[src/rtl/unidade_load_store.sv]
// rtl/unidade_load_store.sv - byte-addressed load/store unit over a 1-cycle synchronous word memory
// Optional build macro ADDR_RANGE_CHECK_EN rejects requests with nonzero address bits above the memory.
module unidade_load_store #(
    parameter int ADDR_W = 11
) (
    input  logic              clock,
    input  logic              reset_n,
    input  logic              req_valid,
    output logic              req_ready,
    input  logic              req_store,
    input  logic [2:0]        req_op,
    input  logic [31:0]       req_addr,
    input  logic [31:0]       req_wdata,
    output logic              resp_valid,
    output logic [31:0]       resp_rdata,
    output logic              resp_err,
    output logic              MemRead,
    output logic              MemWrite,
    output logic [ADDR_W-1:0] endereco,
    output logic [31:0]       writeData,
    input  logic [31:0]       readData
);
    localparam logic [2:0] S_IDLE   = 3'd0;
    localparam logic [2:0] S_LOAD   = 3'd1;
    localparam logic [2:0] S_STORE  = 3'd2;
    localparam logic [2:0] S_RMW_RD = 3'd3;
    localparam logic [2:0] S_RMW_WR = 3'd4;
    localparam logic [2:0] S_RESP   = 3'd5;

    localparam logic [2:0] OP_B  = 3'b000;
    localparam logic [2:0] OP_H  = 3'b001;
    localparam logic [2:0] OP_W  = 3'b010;
    localparam logic [2:0] OP_BU = 3'b100;
    localparam logic [2:0] OP_HU = 3'b101;

    logic [2:0]        state_q, state_d;
    logic              store_q;
    logic [2:0]        op_q;
    logic [1:0]        lane_q;
    logic [31:0]       wdata_q;
    logic              err_q;
    logic [ADDR_W-1:0] endereco_q;

    logic        accept;
    logic        op_legal;
    logic        misaligned;
    logic        out_of_range;
    logic        req_err;
    logic [7:0]  lane_b;
    logic [15:0] lane_h;
    logic [31:0] load_ext;
    logic [31:0] merged;

    assign accept = req_valid && (state_q == S_IDLE);

    always_comb begin
        op_legal = 1'b0;
        case (req_op)
            OP_B, OP_H, OP_W: op_legal = 1'b1;
            OP_BU, OP_HU:     op_legal = !req_store;
            default:          op_legal = 1'b0;
        endcase
    end

    assign misaligned = ((req_op == OP_W) && (req_addr[1:0] != 2'b00)) ||
                        (((req_op == OP_H) || (req_op == OP_HU)) && req_addr[0]);

`ifdef ADDR_RANGE_CHECK_EN
    assign out_of_range = |req_addr[31:ADDR_W+2];
`else
    logic unused_addr_hi;
    assign unused_addr_hi = &{1'b0, req_addr[31:ADDR_W+2]};
    assign out_of_range   = 1'b0;
`endif

    assign req_err = !op_legal || misaligned || out_of_range;

    always_comb begin
        state_d = state_q;
        case (state_q)
            S_IDLE: begin
                if (accept) begin
                    if (req_err)             state_d = S_RESP;
                    else if (!req_store)     state_d = S_LOAD;
                    else if (req_op == OP_W) state_d = S_STORE;
                    else                     state_d = S_RMW_RD;
                end
            end
            S_LOAD:   state_d = S_RESP;
            S_STORE:  state_d = S_RESP;
            S_RMW_RD: state_d = S_RMW_WR;
            S_RMW_WR: state_d = S_RESP;
            S_RESP:   state_d = S_IDLE;
            default:  state_d = S_IDLE;
        endcase
    end

    always_ff @(posedge clock) begin
        if (!reset_n) begin
            state_q    <= S_IDLE;
            store_q    <= 1'b0;
            op_q       <= 3'b000;
            lane_q     <= 2'b00;
            wdata_q    <= 32'd0;
            err_q      <= 1'b0;
            endereco_q <= '0;
        end else begin
            state_q <= state_d;
            if (accept) begin
                store_q    <= req_store;
                op_q       <= req_op;
                lane_q     <= req_addr[1:0];
                wdata_q    <= req_wdata;
                err_q      <= req_err;
                endereco_q <= req_addr[ADDR_W+1:2];
            end
        end
    end

    // readData is only valid in the cycle after the read strobe, so the lane
    // extraction and the RMW merge are combinational on it rather than registered.
    assign lane_b = readData[8*lane_q +: 8];
    assign lane_h = readData[16*lane_q[1] +: 16];

    always_comb begin
        load_ext = 32'd0;
        case (op_q)
            OP_B:    load_ext = {{24{lane_b[7]}}, lane_b};
            OP_BU:   load_ext = {24'd0, lane_b};
            OP_H:    load_ext = {{16{lane_h[15]}}, lane_h};
            OP_HU:   load_ext = {16'd0, lane_h};
            OP_W:    load_ext = readData;
            default: load_ext = 32'd0;
        endcase
    end

    always_comb begin
        merged = readData;
        if (op_q == OP_B) merged[8*lane_q +: 8] = wdata_q[7:0];
        else              merged[16*lane_q[1] +: 16] = wdata_q[15:0];
    end

    always_comb begin
        writeData = 32'd0;
        case (state_q)
            S_STORE:  writeData = wdata_q;
            S_RMW_WR: writeData = merged;
            default:  writeData = 32'd0;
        endcase
    end

    assign req_ready  = (state_q == S_IDLE);
    assign resp_valid = (state_q == S_RESP);
    assign resp_err   = (state_q == S_RESP) && err_q;
    assign resp_rdata = ((state_q == S_RESP) && !store_q && !err_q) ? load_ext : 32'd0;
    assign MemRead    = (state_q == S_LOAD) || (state_q == S_RMW_RD);
    assign MemWrite   = (state_q == S_STORE) || (state_q == S_RMW_WR);
    assign endereco   = endereco_q;

endmodule

[config.mk]
export PLATFORM = sky130hd
export DESIGN_NAME = unidade_load_store
export DESIGN_NICKNAME = d
export VERILOG_FILES = /design/src/rtl/unidade_load_store.sv
export SDC_FILE = /design/constraint.sdc
export NUM_CORES = 1
export LEC_CHECK = 0
export CAP_MARGIN = 20
export CORE_UTILIZATION = 42
export CTS_BUF_LIST = sky130_fd_sc_hd__clkbuf_16
export DETAILED_ROUTE_END_ITERATION = 6
export PLACE_DENSITY = 0.82
export SYNTH_ARGS = -nofsm -noshare
export SYNTH_HDL_FRONTEND = slang
export SYNTH_SLANG_ARGS = --single-unit
[constraint.sdc]
create_clock -name clock -period 2.45 [get_ports clock]
set_input_delay 0.245 -clock clock [delete_from_list [all_inputs] [get_ports clock]]
set_output_delay 0.245 -clock clock [all_outputs]
set_load 0.05 [all_outputs]
==> results.ini, run 1 <==
[floorplan]
core_area_sq_mm=0.008806
die_width_microns=97.70
ios=183
die_h_microns=97.70
die_area_sq_mm=0.009544
core.rowCount=34
start_util_pct=43.68

[yosys]
synth_top_area_cell=dfxtp_1
synth_edf_count=0
synth_top_family_by_area=compound AO/OA/AOI/OAI gates
synth_compound_area_share_pct=34.12
synth_seq_cells=53
synthXorXnorAreaFrac_pct=0
synth.mux.area_fraction_pct=5.465
yosys_warnings=0
yosys.area_share.simple_pct=24.53
synth_cell_types=58
netlist_area_sq_mm=0.003846
syn_area_per_cell_sq_um=7.483
synth-adder-area-share_pct=1.627
syn_nets=622
synth.area.top_cells=dfxtp_1 28%, nand2_1 15%, a21boi_0 7.4%
async_flop_share_pct=0
yosysMostFrequentCell=nand2_1
synth_top_flop_cell=dfxtp_1
synthCells=514
yosysSeqAreaShare_pct=27.59
yosys-top-cells-count=149 x nand2_1, 53 x dfxtp_1, 38 x a21boi_0
synth_top_area_share_pct=27.59

[power]
netSwitchingPower_mw=1.283
peakVddDrop_mv=0.4290
p_int_mw=2.103
powerDensity_mw_per_mm2=518.2
clock_power_share_pct=23.0
power_frac_comb_pct=47.6
p_seq_share_pct=29.3
p_leak_nw=2.408
swShare_pct=37.89
power_mw=3.386

[clocking]
cts-root-buf=clkbuf_16
clkTransAtPathRegs_ns=0.07
worstSkewPairLatency_ns=0.29
htree_levels=2
clk_path_buf_depth=2
cts_buffers=5
cts.sinks=53
cts_tree=built

[cells_and_area]
final_nets=783
syn2layout_area_growth_pct=69.91
antenna_cells=0
drive_above_1_share_pct=27.41
final_cell_count_no_fill=783
finalInstanceArea_sq_mm=0.006535
fillers=614

[hold_path]
hp-class=reg -> reg

[placement]
dpl_cell_area_sq_mm=0.006168
gp_congestion=0.9836
io_buffers=163
dp_hpwl_microns=10720
placed_cells=768

[global_routing]
grt_pass1_vias=4528
grt_usage_pct=29.24
antenna_found_initial=0
grt_pass1_wl_microns=22520
overflow=0
grt_max_degree=54

[setup_path]
startpoint_type=flop
cp-end-kind=output pin
path_class=reg -> out
required_ns=2.20
cp.arrival_ns=2.22
cp_max_fo=9

[route]
wl_per_cell_microns=18.70
wl_microns=14650
drc=32
ant_nets=0
drtPass1Iterations=7
vias=4638
drt_iter0_drc=369
post_drt_via_cell_ratio=5.923

[timing]
period_share_pct=100.8
maxSlewViolCount=0
finalWorstSetupSlack_ns=-0.01945
setup_tns_ns=-0.02519
hold_viol=0
max_freq_mhz=404.9
hold_slack_ns=0.4674
tightest_slew_ns=0.6172
skew_ns=0.005361
post-route-min-period_ns=2.469
slew_headroom_pct=58.77
setup_violations=2
rsz0062_at_grt=true

[flow_run]
maxCapViolCount=0

[outcome]
status=complete, but fails checks
failed_checks=design-rule violations, negative setup slack

-- logic make-up (layout without fill, tap and decap cells) --
family,count (synthesis),in the layout
adder cells (fa/ha/maj),5,5
multiplexers,19,19
flip-flops,53,53
AO/OA/AOI/OAI,182,182
buffers and inverters,51,212
AND/OR/NAND/NOR,204,204
-- area by class of cell --
class                   count  area, sq um  share of cell area [%]
well taps                 108        135.1                   2.068
repair buffers            197         2379                   36.40
multi-input cells         410         2758                   42.20
inverters                   8        36.28                  0.5552
clock inverters             2        35.03                  0.5361
flip-flops and latches     53         1067                   16.33
clock buffers               5        125.1                   1.915
-- power groups by stage --
| stage | clock [mW] | combinational [mW] | sequential [mW] |
|---|---|---|---|
| floorplan | 0 | 0.858 | 1.02 |
| finish | 0.781 | 1.61 | 0.993 |
| detailed placement | 0 | 1.52 | 1.01 |
| global route | 0.821 | 1.70 | 0.998 |
| CTS | 0.794 | 1.54 | 0.987 |
| global placement | 0 | 1.49 | 1.00 |
-- critical path, cell delays in order (launching register included) --
cell      delay (ns)
dfxtp_4         0.39
buf_4           0.19
ha_1            0.18
clkinv_2        0.16
nor4_4          0.29
buf_4           0.21
a221oi_1        0.09
o21ai_2         0.24
buf_12          0.17
-- path summary, 6_finish.rpt --
path | start | to | slack [ns] | cells past startpoint
max | lane_q[1] | writeData[26] | -0.02 | 8
min | endereco[7] | endereco[7] | 0.47 | 2
max reg2reg | state_q[0] | lane_q[0] | 0.68 | 5
min reg2reg | endereco[7] | endereco[7] | 0.47 | 2
-- state kept, by name, indices dropped and copies added, names as in the netlist --
| signal | count |
|---|---|
| lane_q | 2 |
| state_q | 3 |
| op_q | 3 |
| err_q | 1 |
| endereco | 11 |
| wdata_q | 32 |
| store_q | 1 |
-- what timing repair did --
action                     CTS  global route
hold buffers                 0             0
buffers inserted             2             5
setup endpoints to repair   47            52
resized for setup           13            22
pin swaps                    2            12
cloned                       1             0
-- per-stage QoR --
step | setup slack [ns] | util, %
after floorplan | -0.1576 | -
after global placement | 0.1401 | 70.05
after detailed placement | 0.07752 | 70.05
after CTS | 0.007909 | 72.62
after global routing | -0.07916 | 74.21
final | -0.01945 | 74.21
-- cell usage in the layout, fill, tap and decap left out, types with 5 or more instances in the layout --
master,Yosys,routed
clkdlybuf4s50_1,0,98
dfxtp_1,53,50
a221oi_1,9,9
inv_1,7,5
a22oi_1,15,15
buf_4,6,46
nand2_1,149,149
mux2_2,16,16
a21oi_1,27,16
o21ai_2,0,8
nand3_1,7,5
o21ai_0,33,14
clkbuf_16,0,5
a222oi_1,7,7
a22o_1,13,13
a21oi_2,2,11
a21boi_0,38,38
buf_12,0,52
a21boi_1,12,12
nor2_1,12,12
o21ai_1,0,11
-- layer usage --
layer	global-route usage (%)	share of wire, %	routed length, microns
met1	36.80	40	5790
met2	48.72	48	7012
met3	5.755	9.3	1369
met4	12.00	3.2	473
met5	0	0	0
Note: power is estimated with default switching activity, not from simulation.
==> run 2: changes to the inputs <==
GPL_ROUTABILITY_DRIVEN = 1   (was unset)
clock period = 2.4 ns   (was 2.45 ns; I/O delays follow)
==> run 2 against run 1 <==
  * The run ends with design-rule violations left
  * Die area stayed put
  * Final area is 1.0% lower
  * Worst hold slack hardly changed
  * Non-clock buffer count is 3 lower
  * Critical endpoint is now writeData[21]
  * Highest routed layer unchanged
==> results.ini, run 2 (synthesized netlist as in run 1, its figures left out) <==
[cells_and_area]
utilization_pct=73.47  ; -0.74 points
syn2layout_area_growth_pct=68.22
final_cell_mix=148 x nand2_1, 98 x clkdlybuf4s50_1, 49 x buf_4
drive_above_1_share_pct=28.23  ; +0.82 points
antenna_cells=0  ; unchanged
multi_input_area_sq_mm=0.002784  ; +0.95%
fillers=679  ; +11%
largest_register=wdata_q
largest_reg_flops=32  ; unchanged
layout_commonest_cell=nand2_1
seq_area_sq_mm=0.001072  ; +0.47%
final_nets=780  ; -0.38%

[timing]
skew_ns=0.003411  ; -0.001951 ns
max_freq_mhz=423.9
setup_tns_ns=0  ; +0.02519 ns
period_share_pct=98.29
setup_violations=0  ; -2
maxSlewViolCount=0  ; unchanged
hold_viol=0  ; unchanged
tightest_slew_ns=0.5592  ; -0.05800 ns
slew_headroom_pct=62.64  ; +3.9 points
post-route-min-period_ns=2.359

[global_routing]
overflow=0  ; unchanged
grt_usage_pct=28.98  ; -0.27 points
grt_pass1_wl_microns=22460  ; -0.28%
grt_pass1_vias=4360  ; -3.7%
antenna_found_initial=0  ; unchanged
grt_max_degree=51  ; -5.6%

[route]
ant_nets=0  ; unchanged
vias=4555  ; -1.8%
drtPass1Iterations=7  ; unchanged
wl_met1_microns=5787  ; about the same
wl_microns=14100  ; -3.7%
dr_wl_met2_microns=6965  ; -0.67%
routed.top_layer=met4
drc=32  ; unchanged
wl_met3_microns=1183  ; -14%
drt_iter0_drc=343  ; -7.0%
post_drt_via_cell_ratio=5.832  ; -1.5%
wl_per_cell_microns=18.05  ; -3.5%

[floorplan]
start_util_pct=43.68  ; unchanged
die_h_microns=97.70  ; unchanged
ios=183  ; unchanged
die_area_sq_mm=0.009544  ; unchanged
core_area_sq_mm=0.008806  ; unchanged
core.rowCount=34  ; unchanged
die_width_microns=97.70  ; unchanged

[power]
p_leak_nw=2.388  ; -0.85%
peakVddDrop_mv=0.4256  ; -0.79%
powerDensity_mw_per_mm2=526.1  ; +1.5%
power_mw=3.404  ; +0.52%

[setup_path]
startpoint_type=flop
rr_worst_depth=5  ; unchanged
path_class=reg -> out
cp.arrival_ns=2.12  ; -0.10 ns
timing.rr.start=state_q[0]
cp_max_fo=7  ; -2
cp-end-kind=output pin
r2r_end=wdata_q[12]
r2r_slack_ns=0.73  ; +0.05 ns
required_ns=2.16  ; -0.04 ns

[clocking]
worstSkewPairLatency_ns=0.29  ; about the same
cts-root-buf=clkbuf_16
cts.sinks=53  ; unchanged
clkTransAtPathRegs_ns=0.07  ; about the same
cts_tree=built
cts_buffers=5  ; unchanged
clk_path_buf_depth=2  ; unchanged
htree_levels=2  ; unchanged

[hold_path]
hp-start=wdata_q[19]
hold_end=wdata_q[19]
holdPathStages=2  ; unchanged
hp-class=reg -> reg

[outcome]
failed_checks=design-rule violations
status=complete, but fails checks

[placement]
io_buffers=163  ; unchanged
gp_congestion=0.9068  ; -7.8%
dp_hpwl_microns=10750  ; +0.21%

[flow_run]
maxCapViolCount=0  ; unchanged

## run 2: cell types whose count changed in the layout (fill, tap and decap cells not counted), sizes merged
cell and delta:
clkbuf +1, inv +1, buf -4
## run 2: worst max path at each step
| stage | slack [ns] | end | startpoint | cells after the start |
|---|---|---|---|---|
| floorplan | 0.01 | writeData[16] | lane_q[1] | 8 |
| CTS | -0.01 | writeData[19] | lane_q[1] | 8 |
| finish | 0.04 | writeData[21] | lane_q[1] | 7 |
| detailed placement | 0.03 | resp_rdata[16] | readData[7] | 6 |
| global route | -0.009 | writeData[9] | lane_q[0] | 7 |
| global placement | 0.12 | resp_rdata[16] | readData[31] | 5 |
## run 2: metrics by stage
| stage | cells | worst slack (ns) | hold WS, ns | cell area [sq um] |
|---|---|---|---|---|
| CTS | 777 | -0.01273 | 0.4669 | 6339 |
| global placement | 767 | 0.1224 | 0.4514 | 6107 |
| floorplan | 514 | 0.01023 | 0.3583 | 3993 |
| finish | 781 | 0.04092 | 0.4675 | 6470 |
| detailed placement | 767 | 0.03021 | 0.4573 | 6107 |
| global route | 781 | -0.009495 | 0.4916 | 6470 |
## run 2: report_power, final
group / internal (mW) / leakage [nW] / switching, mW
clock network: 0.485 / 0.0826 / 0.309
logic: 0.689 / 1.87 / 0.907
registers: 0.943 / 0.436 / 0.0707
## run 2: what timing repair did
action,CTS,global route
gates resized for setup,16,21
setup buffers,1,3
hold buffers,0,0
endpoints found under the setup margin,49,37
pin swaps,4,11
cloned,1,1
## run 2: final cells by class
class	count	area share (%)
flip-flops and latches	53	16.57
clock buffers	5	1.934
repair buffers	194	35.20
well taps	108	2.089
inverters	8	0.5995
clock inverters	3	0.5802
multi-input cells	410	43.03
## run 2: routing by layer
| metal | up-vias | GRT usage [%] |
|---|---|---|
| li1 | 2169 | - |
| met1 | 2140 | 36.90 |
| met2 | 232 | 51.34 |
| met3 | 14 | 5.612 |
| met4 | 0 | 4.312 |
| met5 | - | 0 |
## run 2: critical path, stage by stage (launching register included)
cell	delay (ns)
dfxtp_4	0.39
buf_12	0.14
ha_4	0.15
nor4bb_4	0.33
buf_4	0.21
a311oi_1	0.15
o31ai_4	0.27
buf_12	0.18
